[src/rtl/umem_arb_pkg.sv]
//------------------------------------------------------------------------------
// Module  : umem_arb_pkg
// Brief   : Shared types for the unified-memory arbiter.
// Revision: 1.0
//------------------------------------------------------------------------------
`default_nettype none

package umem_arb_pkg;

    typedef enum logic [1:0] {
        ARB    = 2'd0,
        LOCKED = 2'd1,
        FORCE  = 2'd2
    } arb_state_e;

    typedef enum logic {
        GNT_CORE   = 1'b0,
        GNT_LOADER = 1'b1
    } gnt_e;

    typedef struct packed {
        logic valid;
        logic is_read;
    } rsp_pipe_t;

endpackage

`default_nettype wire

[src/rtl/umem_rr_pick.sv]
//------------------------------------------------------------------------------
// Module  : umem_rr_pick
// Brief   : Two-way round-robin picker; mask[0]=core, mask[1]=loader.
// Revision: 1.0
//------------------------------------------------------------------------------
`default_nettype none

module umem_rr_pick
    import umem_arb_pkg::*;
(
    input  logic       i_core_valid,
    input  logic       i_ld_valid,
    input  gnt_e       i_last_grant,
    input  logic [1:0] i_mask,
    output logic       o_gnt_core,
    output logic       o_gnt_ld
);

    logic w_core_ok;
    logic w_ld_ok;

    assign w_core_ok = i_core_valid & i_mask[0];
    assign w_ld_ok   = i_ld_valid   & i_mask[1];

    // On a tie the core wins only if the loader was served last.
    assign o_gnt_core = w_core_ok & (~w_ld_ok | (i_last_grant == GNT_LOADER));
    assign o_gnt_ld   = w_ld_ok & ~o_gnt_core;

endmodule

`default_nettype wire

[src/rtl/umem_arbiter.sv]
//------------------------------------------------------------------------------
// Module  : umem_arbiter
// Brief   : Round-robin arbiter with loader lock for the single-ported umem.
// Revision: 1.0
//------------------------------------------------------------------------------
`default_nettype none

module umem_arbiter
    import umem_arb_pkg::*;
#(
    parameter int AW       = 9,
    parameter int DW       = 32,
    parameter int MAX_LOCK = 16
) (
    input  logic          clk,
    input  logic          reset,
    input  logic          core_req_valid,
    output logic          core_req_ready,
    input  logic          core_req_rw,
    input  logic [AW-1:0] core_req_addr,
    input  logic [DW-1:0] core_req_wdata,
    output logic          core_rsp_valid,
    output logic [DW-1:0] core_rsp_rdata,
    input  logic          ld_req_valid,
    output logic          ld_req_ready,
    input  logic [AW-1:0] ld_req_addr,
    input  logic [DW-1:0] ld_req_wdata,
    input  logic          ld_lock,
    output logic          mem_en,
    output logic          mem_we,
    output logic [AW-1:0] mem_addr,
    output logic [DW-1:0] mem_wdata,
    input  logic [DW-1:0] mem_rdata
);

    localparam int              c_CW  = $clog2(MAX_LOCK + 1);
    localparam logic [c_CW-1:0] c_MAX = c_CW'(MAX_LOCK);
    localparam logic [c_CW-1:0] c_ONE = c_CW'(1);

    arb_state_e      r_state;
    arb_state_e      w_state_nxt;
    gnt_e            r_last_grant;
    logic [c_CW-1:0] r_lock_cnt;
    logic [c_CW-1:0] w_lock_cnt_nxt;
    logic [1:0]      w_mask;
    logic            w_gnt_core;
    logic            w_gnt_ld;
    rsp_pipe_t       r_pipe1;
    rsp_pipe_t       r_pipe2;
    logic            r_mem_en;
    logic            r_mem_we;
    logic [AW-1:0]   r_mem_addr;
    logic [DW-1:0]   r_mem_wdata;

    // Nobody is eligible while reset is asserted so ready stays low.
    always_comb begin
        w_mask = 2'b11;
        if (reset) begin
            w_mask = 2'b00;
        end else begin
            case (r_state)
                LOCKED:  if (ld_lock) w_mask = 2'b10;
                FORCE:   w_mask = 2'b01;
                default: w_mask = 2'b11;
            endcase
        end
    end

    umem_rr_pick u_pick (
        .i_core_valid (core_req_valid),
        .i_ld_valid   (ld_req_valid),
        .i_last_grant (r_last_grant),
        .i_mask       (w_mask),
        .o_gnt_core   (w_gnt_core),
        .o_gnt_ld     (w_gnt_ld)
    );

    assign core_req_ready = w_gnt_core;
    assign ld_req_ready   = w_gnt_ld;

    always_comb begin
        w_state_nxt    = r_state;
        w_lock_cnt_nxt = r_lock_cnt;
        case (r_state)
            ARB: begin
                if (w_gnt_ld && ld_lock) begin
                    w_state_nxt    = LOCKED;
                    w_lock_cnt_nxt = c_ONE;
                end
            end
            LOCKED: begin
                if (!ld_lock) begin
                    w_state_nxt = ARB;
                end else begin
                    if (w_gnt_ld && (r_lock_cnt != c_MAX)) w_lock_cnt_nxt = r_lock_cnt + c_ONE;
                    if ((r_lock_cnt == c_MAX) && core_req_valid) w_state_nxt = FORCE;
                end
            end
            FORCE: begin
                w_lock_cnt_nxt = '0;
                w_state_nxt    = (w_gnt_core && ld_lock) ? LOCKED : ARB;
            end
            default: begin
                w_state_nxt    = ARB;
                w_lock_cnt_nxt = '0;
            end
        endcase
    end

    always_ff @(posedge clk or posedge reset) begin
        if (reset) begin
            r_state      <= ARB;
            r_last_grant <= GNT_LOADER;
            r_lock_cnt   <= '0;
            r_mem_en     <= 1'b0;
            r_mem_we     <= 1'b0;
            r_mem_addr   <= '0;
            r_mem_wdata  <= '0;
            r_pipe1      <= '0;
            r_pipe2      <= '0;
        end else begin
            r_state    <= w_state_nxt;
            r_lock_cnt <= w_lock_cnt_nxt;
            if (w_gnt_core)    r_last_grant <= GNT_CORE;
            else if (w_gnt_ld) r_last_grant <= GNT_LOADER;
            r_mem_en <= w_gnt_core | w_gnt_ld;
            r_mem_we <= w_gnt_core ? core_req_rw : w_gnt_ld;
            if (w_gnt_core) begin
                r_mem_addr  <= core_req_addr;
                r_mem_wdata <= core_req_wdata;
            end else if (w_gnt_ld) begin
                r_mem_addr  <= ld_req_addr;
                r_mem_wdata <= ld_req_wdata;
            end
            r_pipe1.valid   <= w_gnt_core;
            r_pipe1.is_read <= w_gnt_core & ~core_req_rw;
            r_pipe2         <= r_pipe1;
        end
    end

    assign mem_en    = r_mem_en;
    assign mem_we    = r_mem_we;
    assign mem_addr  = r_mem_addr;
    assign mem_wdata = r_mem_wdata;

    // Sync-read data lands in the same cycle the response stage is valid.
    assign core_rsp_valid = r_pipe2.valid;
    assign core_rsp_rdata = r_pipe2.is_read ? mem_rdata : '0;

endmodule

`default_nettype wire

[config.mk]
export PLATFORM = sky130hd
export DESIGN_NAME = umem_arbiter
export DESIGN_NICKNAME = d
export VERILOG_FILES = /design/src/rtl/umem_arb_pkg.sv /design/src/rtl/umem_rr_pick.sv /design/src/rtl/umem_arbiter.sv
export SDC_FILE = /design/constraint.sdc
export NUM_CORES = 1
export LEC_CHECK = 0
export CAP_MARGIN = 40
export CORE_UTILIZATION = 34
export DETAILED_ROUTE_END_ITERATION = 12
export GPL_ROUTABILITY_DRIVEN = 0
export GPL_TIMING_DRIVEN = 0
export PLACE_DENSITY = 0.84
export SYNTH_ARGS = -nofsm -noshare
export SYNTH_HDL_FRONTEND = slang
export SYNTH_SLANG_ARGS = --single-unit
[constraint.sdc]
create_clock -name clk -period 2.4 [get_ports clk]
set_clock_uncertainty 0.1 [all_clocks]
set_input_delay 0.48 -clock clk [delete_from_list [all_inputs] [get_ports clk]]
set_output_delay 0.48 -clock clk [all_outputs]
set_load 0.01 [all_outputs]
* After elaboration in Yosys (flattened, before gate mapping)
Cells that the tools add are included.
Widths: inputs -> output; s select.
** Operators by class
- Add/sub/neg operators :: 1
- Reduce and logical (&&, ||, !) cells :: 8
- Bitwise operators :: 10
- Multiplexer cells :: 20
- Eq/ne operators :: 8
** Operators with widths (count)
- $mux 32 :: 3
- $mux 9 :: 2
- $mux 5 :: 3
- $pmux 5 s2 :: 1
- $mux 2 :: 4
- $ne 2x2->1 const B :: 3
- $pmux 2 s3 :: 1
- $add 5x1->5 const B :: 1
- $and 1x1->1 :: 5
- $eq 5x5->1 const B :: 1
- $mux 1 :: 5
- $ne 5x5->1 const B :: 1
- $logic_and 1x1->1 :: 4
- $pmux 2 s2 :: 1
- $ne 3x3->1 const B :: 1
- $not 1->1 :: 3
- $reduce_and 3->1 :: 1
- $eq 2x1->1 const B :: 1
- $eq 2x2->1 const B :: 1
- $logic_not 2->1 :: 1
- $or 1x1->1 :: 2
- $reduce_and 2->1 :: 1
- $reduce_bool 2->1 :: 1
** Storage, ports and cells
- Output and inout bits :: 78
- Logic and storage cells :: 58
- Flip-flop bits (word level) :: 55

* Logic depth before layout (Yosys ltp)
Gate-level depths: netlist of the first run.
- Word-level depth :: 13
- Depth in mapped cells :: 10
- Gate-level depth less buffers :: 8

* By module
Synthesis of the first run repeated with hierarchy kept, for this count alone.
** Second synthesis, totals
- Cells, all modules :: 285
- Area total of the unflattened synthesis :: 2841.5 um^2
** By module, submodules not included
- umem_arbiter :: sequential area each 1377.6 um^2, area an instance 2821.5 um^2, cells an instance 282, times used 1
- umem_rr_pick :: sequential area each 0.0 um^2, area an instance 20.0 um^2, cells an instance 3, times used 1

* Worst setup path after synthesis of the first run
Ideal clock, no wire load.
- Kind :: reg2out
- Start point :: register r_state[1]
- End point :: output port core_req_ready
- Setup slack :: 0.133 ns
- Cell stages (with the launch flop) :: 9
- Buffers on the path :: 2
- Data arrival time :: 1.687 ns
- Cells stage by stage :: dfrtp_1 -> inv_1 -> ha_1 -> clkbuf_1 -> nand2b_2 -> a21oi_1 -> o21ai_1 -> clkbuf_1 -> inv_1
** Between the ends
- Longest elaborated chain between the ends :: 7
- Elaborated cells between the ends (all ways) :: 9
- Those cells by class :: eq/ne (2); mux (2); bitwise (5)
** RTL lines
- from (decl) :: line umem_arbiter.sv:40 : arb_state_e r_state;
- from (signal assigned) :: line umem_arbiter.sv:122 : r_state <= w_state_nxt;
- $eq 2x2->1 or $eq 2x1->1 (tied branches) :: line umem_arbiter.sv:61 : case (r_state)
- $pmux 2 s2 (*) :: line umem_arbiter.sv:61
- $mux 2 (*) :: line umem_arbiter.sv:58 : if (reset) begin
- $and 1x1->1 :: line umem_rr_pick.sv:23 : assign w_ld_ok = i_ld_valid & i_mask[1];
- $not 1->1 :: line umem_rr_pick.sv:26 : assign o_gnt_core = w_core_ok & (~w_ld_ok | (i_last_grant == GNT_LOADER));
- $or 1x1->1 :: line umem_rr_pick.sv:26
- $and 1x1->1 (*) :: line umem_rr_pick.sv:26
- to (decl) :: line umem_arbiter.sv:18 : output logic core_req_ready,
Mark *: on every way between the ends. The rest lies on a longest branch, timed or not.

* Final worst setup path of the first run
- Start point :: register r_state[1]
- End point :: output port ld_req_ready
** Between the ends
- Longest elaborated chain between the ends :: 9
- Elaborated cells between the ends (all ways) :: 11
- Those cells by class :: eq/ne (2); mux (2); bitwise (7)
** RTL lines
- $eq 2x2->1 or $eq 2x1->1 (tied branches) :: line umem_arbiter.sv:61
- $pmux 2 s2 (*) :: line umem_arbiter.sv:61
- $mux 2 (*) :: line umem_arbiter.sv:58
- $and 1x1->1 :: line umem_rr_pick.sv:23
- $not 1->1 :: line umem_rr_pick.sv:26
- $or 1x1->1 :: line umem_rr_pick.sv:26
- $and 1x1->1 :: line umem_rr_pick.sv:26
- $not 1->1 :: line umem_rr_pick.sv:27 : assign o_gnt_ld = w_ld_ok & ~o_gnt_core;
- $and 1x1->1 (*) :: line umem_rr_pick.sv:27
- to (decl) :: line umem_arbiter.sv:25 : output logic ld_req_ready,
Marks and branches as above.

==> impl_metrics.csv, run 1 <==
group,metric,value,unit
cells_and_area,final_util,67.05,%
synth,synth_ff_type,"dfrtp_1",
placed_design,dpl.cell_count,587,
worst_setup_path,crit_fanout,3,
global_route,overflow,0,
clocking,cts_tree,"done",
detailed_routing,dr_total_vias,2942,
synth,syn-num-nets,417,
cells_and_area,drive_gt1_share,9.200,%
clocking,clk_pin_slew,0.11,ns
clocking,ctsLongestPathBuffers,2,
detailed_routing,wl,9287,microns
timing,final_max_slew_viol_count,0,
global_route,antenna_found_initial,0,
placed_design,dpl_worst_slack,-1.001,ns
detailed_routing,ant_nets,0,
clocking,clkSinkCount,55,
cells_and_area,area_growth,87.00,%
timing,fmax,427.9,MHz
synth,yosys_warnings,0,
detailed_routing,dr.pass1.iters,4,
synth,synth_cells,291,
worst_setup_path,start_kind,"register",
cells_and_area,antenna_cells,0,
timing,tightest_slew,0.6799,ns
global_route,grt_usage,22.11,%
global_route,grt_max_degree,31,
outcome,outcome,"complete, no violations",
cells_and_area,final_common_cell,"clkdlybuf4s50_1",
floorplanning,fp-row-count,31,
timing,rsz0062_at_grt,"yes",
clocking,holdBufCountCts,0,
synth,synth_edf_count,0,
placed_design,dpl.hpwl,7163,microns
hold_path,hp-class,"register to register",
worst_setup_path,worst_ep_arrival_time,1.76,ns
pwr,p_per_area,765.7,nW/um^2
cells_and_area,nets,625,
detailed_routing,drt-initial-drc-count,95,
floorplanning,dieArea,8170,sq um
placed_design,port_buffers,196,
detailed_routing,wire_per_inst,15.50,microns
worst_setup_path,cp_data_required_time,1.82,ns
global_route,grt_pass1_wl,14420,microns
global_route,grt_pass1_vias,2876,
clocking,insertion_delay,0.31,ns
clocking,clockRootBuffer,"clkbuf_8",
timing,layout_setup_ws,0.06325,ns
worst_setup_path,critPathKind,"register to output pin",
worst_setup_path,end_kind,"output pin",
detailed_routing,route.detailed.drc,0,
synth,synth_top_area_share,50.87,%
clocking,numCtsBuffers,5,
floorplanning,fp.dieH,90.39,microns
pwr,p_leak,0.002052,uW
floorplanning,io_pins,198,
cells_and_area,final_cell_mix,"clkdlybuf4s50_1 (193), nor2_1 (89), dfrtp_1 (54), o22ai_1 (41), and2_1 (33)",
detailed_routing,viasPerCell,4.912,
pwr,max-vdd-ir-drop,0.5001,mV
synth,ys_seq_elements,55,
floorplanning,core,7408,sq um
cells_and_area,layout.cells.non_filler,599,
flow_run,maxCapViolCount,0,
synth,ys_types,37,
synth,synth_top_area_cell,"dfrtp_1",
timing,holdWs,0.2604,ns
timing,hold_violations,0,
floorplanning,die_w,90.39,microns
timing,min_period,2.337,ns
timing,setup_violations,0,
synth,async_flop_share,100.0,%
timing,max_slew_margin,54.61,%
synth,synth.area.top_cells,"dfrtp_1 (51%), nor2_1 (13%), o22ai_1 (9.7%)",
timing,period_share,97.36,%
synth,synth_area_per_cell,9.128,sq um
timing,setup-tns-final,0,ns
synth,ys_seq_area_share,51.86,%
floorplanning,initial_utilization,35.86,%
clocking,h-tree-depth,2,
synth,syn_area,2656,sq um
-- Yosys cell counts (all sizes together) (3+ instances only) --
library cell and number:
a31oi 4, and2 33, buf 8, clkbuf 9, dfrtp 54, ha 6
inv 8, nand2 7, nand2b 3, nand3 3, nor2 89, o22ai 41
o31ai 3
-- critical path, stage by stage, from the launching register on --
cell     delay (ns)
dfrtp_1        0.41
inv_2          0.06
ha_1           0.26
and2b_2        0.23
a21bo_4        0.23
nand2_4        0.07
inv_1          0.05
buf_2          0.13
-- final timing paths --
check	from	end	slack, ns	depth (start not counted)
setup / recovery	r_state[1]	ld_req_ready	0.06	7
hold reg to reg	r_pipe1[1]	core_rsp_valid	0.26	0
hold / removal	r_pipe1[1]	core_rsp_valid	0.26	0
min in group asynchronous	reset	mem_addr[0]	0.37	2
setup reg to reg	r_state[0]	mem_wdata[26]	0.17	9
max in group asynchronous	reset	r_pipe1[0]	1.25	3
-- registers in the layout (all words and copies together) (netlist names) --
register and count:
r_pipe1 2, r_state 2, r_pipe2 1, mem_addr 9, mem_wdata 32, mem_en 1, r_last_grant 1, core_rsp_valid 1
mem_we 1, r_lock_cnt 5
-- repair_timing --
item | CTS | global route
setup buffers | 5 | 1
resized for setup | 19 | 3
endpoints found under the setup margin | 41 | 41
pin swaps | 2 | 0
-- through the flow --
step | total power (uW) | cell area, sq um
finish | 3803 | 4967
CTS | 3809 | 4959
detailed placement | 3030 | 4762
global route | 4012 | 4967
floorplan | 2110 | 2656
global placement | 2972 | 4742
-- kinds of logic after synthesis --
group | share of synthesized area [%]
simple gates | 25.91
compound gates | 14.88
flops | 51.86
buf+inv | 4.098
fa+ha+maj | 2.826
mux | 0.4239
-- area by class of cell --
cell class	count	area (sq um)
fill	590	2441
timing repair buffer	203	2016
sequential	55	1378
multi-input combinational	210	1211
tap	99	123.9
clock buffer	5	68.82
buffer	15	68.82
clock inverter	3	67.56
inverter	9	33.78
-- metal layers --
layer,track usage (%),up-vias,part of all wire [%]
li1,-,1407,-
met2,42.30,126,54
met3,4.293,13,5.6
met5,0,-,0
met4,5.376,0,1.6
met1,24.97,1396,39
-- power breakdown --
group / total [uW] / internal [uW] / leakage, uW / switching, uW
combinational: 1690 / 951 / 0.00136 / 735
clock: 727 / 416 / 0.0000644 / 310
sequential: 1390 / 1210 / 0.000628 / 177
(Power assumes the default switching activity.)
==> run 2: changes to the inputs <==
- MAX_ROUTING_LAYER: not set -> met4
==> run 2 against run 1 <==
Against the previous run: cell count is the same; combinational power barely moved; cell area unchanged; first-iteration DRC count grew 3.2%; flip-flop and latch count is the same.
==> impl_metrics.csv, run 2 (same netlist as run 1, synthesis figures left out) <==
group,metric,value,unit
detailed_routing,route.detailed.drc,0,
detailed_routing,wire_per_inst,15.47,microns
global_route,grt_max_degree,31,
pwr,p_leak,0.002052,uW
worst_setup_path,cp_data_required_time,1.82,ns
timing,final_max_slew_viol_count,0,
pwr,p_per_area,765.8,nW/um^2
global_route,grt_pass1_vias,2881,
worst_setup_path,crit_slowest_cell,"dfrtp_1",
timing,period_share,97.39,%
detailed_routing,wl,9266,microns
worst_setup_path,r2r_setup_slack,0.16,ns
floorplanning,initial_utilization,35.86,%
cells_and_area,largest_reg_flops,32,
cells_and_area,final_cell_mix,"clkdlybuf4s50_1 (193), nor2_1 (89), dfrtp_1 (54), o22ai_1 (41), and2_1 (33)",
floorplanning,die_w,90.39,microns
flow_run,maxCapViolCount,0,
clocking,numCtsBuffers,5,
floorplanning,io_pins,198,
cells_and_area,nets,625,
clocking,insertion_delay,0.31,ns
timing,setup_violations,0,
cells_and_area,antenna_cells,0,
detailed_routing,dr_total_vias,2934,
clocking,h-tree-depth,2,
pwr,total_power,3804,uW
floorplanning,core,7408,sq um
hold_path,hp-class,"register to register",
floorplanning,fp-row-count,31,
timing,setup-tns-final,0,ns
timing,fmax,427.8,MHz
worst_setup_path,slowest_delay,0.41,ns
cells_and_area,fill_cells,590,
detailed_routing,ant_nets,0,
placed_design,placed_cell_area,4762,sq um
pwr,max-vdd-ir-drop,0.5003,mV
global_route,grt_pass1_wl,14390,microns
floorplanning,fp.dieH,90.39,microns
outcome,outcome,"complete, no violations",
worst_setup_path,worst_ep_arrival_time,1.76,ns
placed_design,dpl_worst_slack,-1.001,ns
worst_setup_path,r2r-start,"r_state[0]",
worst_setup_path,start_kind,"register",
placed_design,dpl.hpwl,7163,microns
cells_and_area,area_growth,87.00,%
worst_setup_path,critPathKind,"register to output pin",
clocking,cts_tree,"done",
worst_setup_path,endpoint,"ld_req_ready",
clocking,clkSinkCount,55,
worst_setup_path,r2r_end,"mem_wdata[26]",
timing,holdWs,0.2604,ns
worst_setup_path,ff2ff_path_depth,9,
timing,layout_setup_ws,0.06267,ns
clocking,ctsLongestPathBuffers,2,
cells_and_area,final_common_cell,"clkdlybuf4s50_1",
detailed_routing,dr.pass1.iters,4,
timing,rsz0062_at_grt,"yes",
timing,tightest_slew,0.6806,ns
clocking,clk_pin_slew,0.11,ns
clocking,clockRootBuffer,"clkbuf_8",
global_route,overflow,0,
detailed_routing,viasPerCell,4.898,
worst_setup_path,crit_fanout,3,
worst_setup_path,end_kind,"output pin",
timing,hold_violations,0,
timing,max_slew_margin,54.56,%
worst_setup_path,crit_path_cell_trace,"inv_2, ha_1, and2b_2, a21bo_4, nand2_4, inv_1, buf_2",
cells_and_area,drive_gt1_share,9.200,%
worst_setup_path,crit_start,"r_state[1]",
floorplanning,dieArea,8170,sq um
detailed_routing,drt-initial-drc-count,98,
cells_and_area,stdcell_area,4967,sq um
global_route,antenna_found_initial,0,
placed_design,port_buffers,196,
global_route,grt_usage,22.77,%
timing,min_period,2.337,ns
## run 2: cell counts in the layout (fill, tap and decap cells not counted)
Identical to the previous run, type by type.
## run 2: power by group
group / switching [uW] / total, uW / leakage [uW] / internal [uW]
Sequential: 177 / 1390 / 0.000628 / 1210
Combinational: 736 / 1690 / 0.00136 / 951
Clock: 311 / 727 / 0.0000644 / 416
Total: 1220 / 3800 / 0.00205 / 2580
## run 2: final cells by class
type | instances | area [sq um] | area share [%]
Sequential cell | 55 | 1378 | 27.73
Inverter | 9 | 33.78 | 0.6801
Buffer | 15 | 68.82 | 1.385
Clock buffer | 5 | 68.82 | 1.385
Timing Repair Buffer | 203 | 2016 | 40.58
Tap cell | 99 | 123.9 | 2.494
Clock inverter | 3 | 67.56 | 1.360
Multi-Input combinational cell | 210 | 1211 | 24.38
## run 2: critical path, delay by kind of cell (launching register included)
family,cells,cell delay (ns)
compound gates,1,0.23
buf+inv,3,0.24
simple gates,2,0.30
flops,1,0.41
fa+ha+maj,1,0.26
## run 2: layer usage
layer / part of all wire [%] / vias up / track usage (%)
li1: - / 1406 / -
met1: 39 / 1385 / 25.13
met2: 54 / 131 / 42.49
met3: 5.3 / 12 / 3.872
met4: 1.5 / 0 / 5.376
met5: 0 / - / -
## run 2: how the worst min path moves through the flow
| stage | depth (start not counted) | startpoint | slack (ns) | to |
|---|---|---|---|---|
| 6_report | 0 | r_pipe1[1] | 0.26 | core_rsp_valid |
| 5_1_grt | 0 | r_pipe1[0] | 0.26 | r_pipe2[0] |
| 4_1_cts | 0 | r_pipe1[0] | 0.26 | r_pipe2[0] |
| 3_5_place_dp | 0 | r_pipe1[0] | 0.24 | r_pipe2[0] |
| 3_3_place_gp | 0 | r_pipe1[1] | 0.23 | core_rsp_valid |
| 2_1_floorplan | 0 | r_pipe1[1] | 0.23 | core_rsp_valid |
## run 2: timing repair
action	4_1_cts	5_1_grt
setup buffers	5	1
pin swaps	2	0
resized for setup	19	3
setup endpoints to repair	41	41
hold buffers	0	0
## run 2: stage by stage
step | instances | utilization [%]
global placement | 586 | 64.01
detailed placement | 587 | 64.28
finish | 599 | 67.05
CTS | 598 | 66.93
global route | 599 | 67.05
floorplan | 291 | -
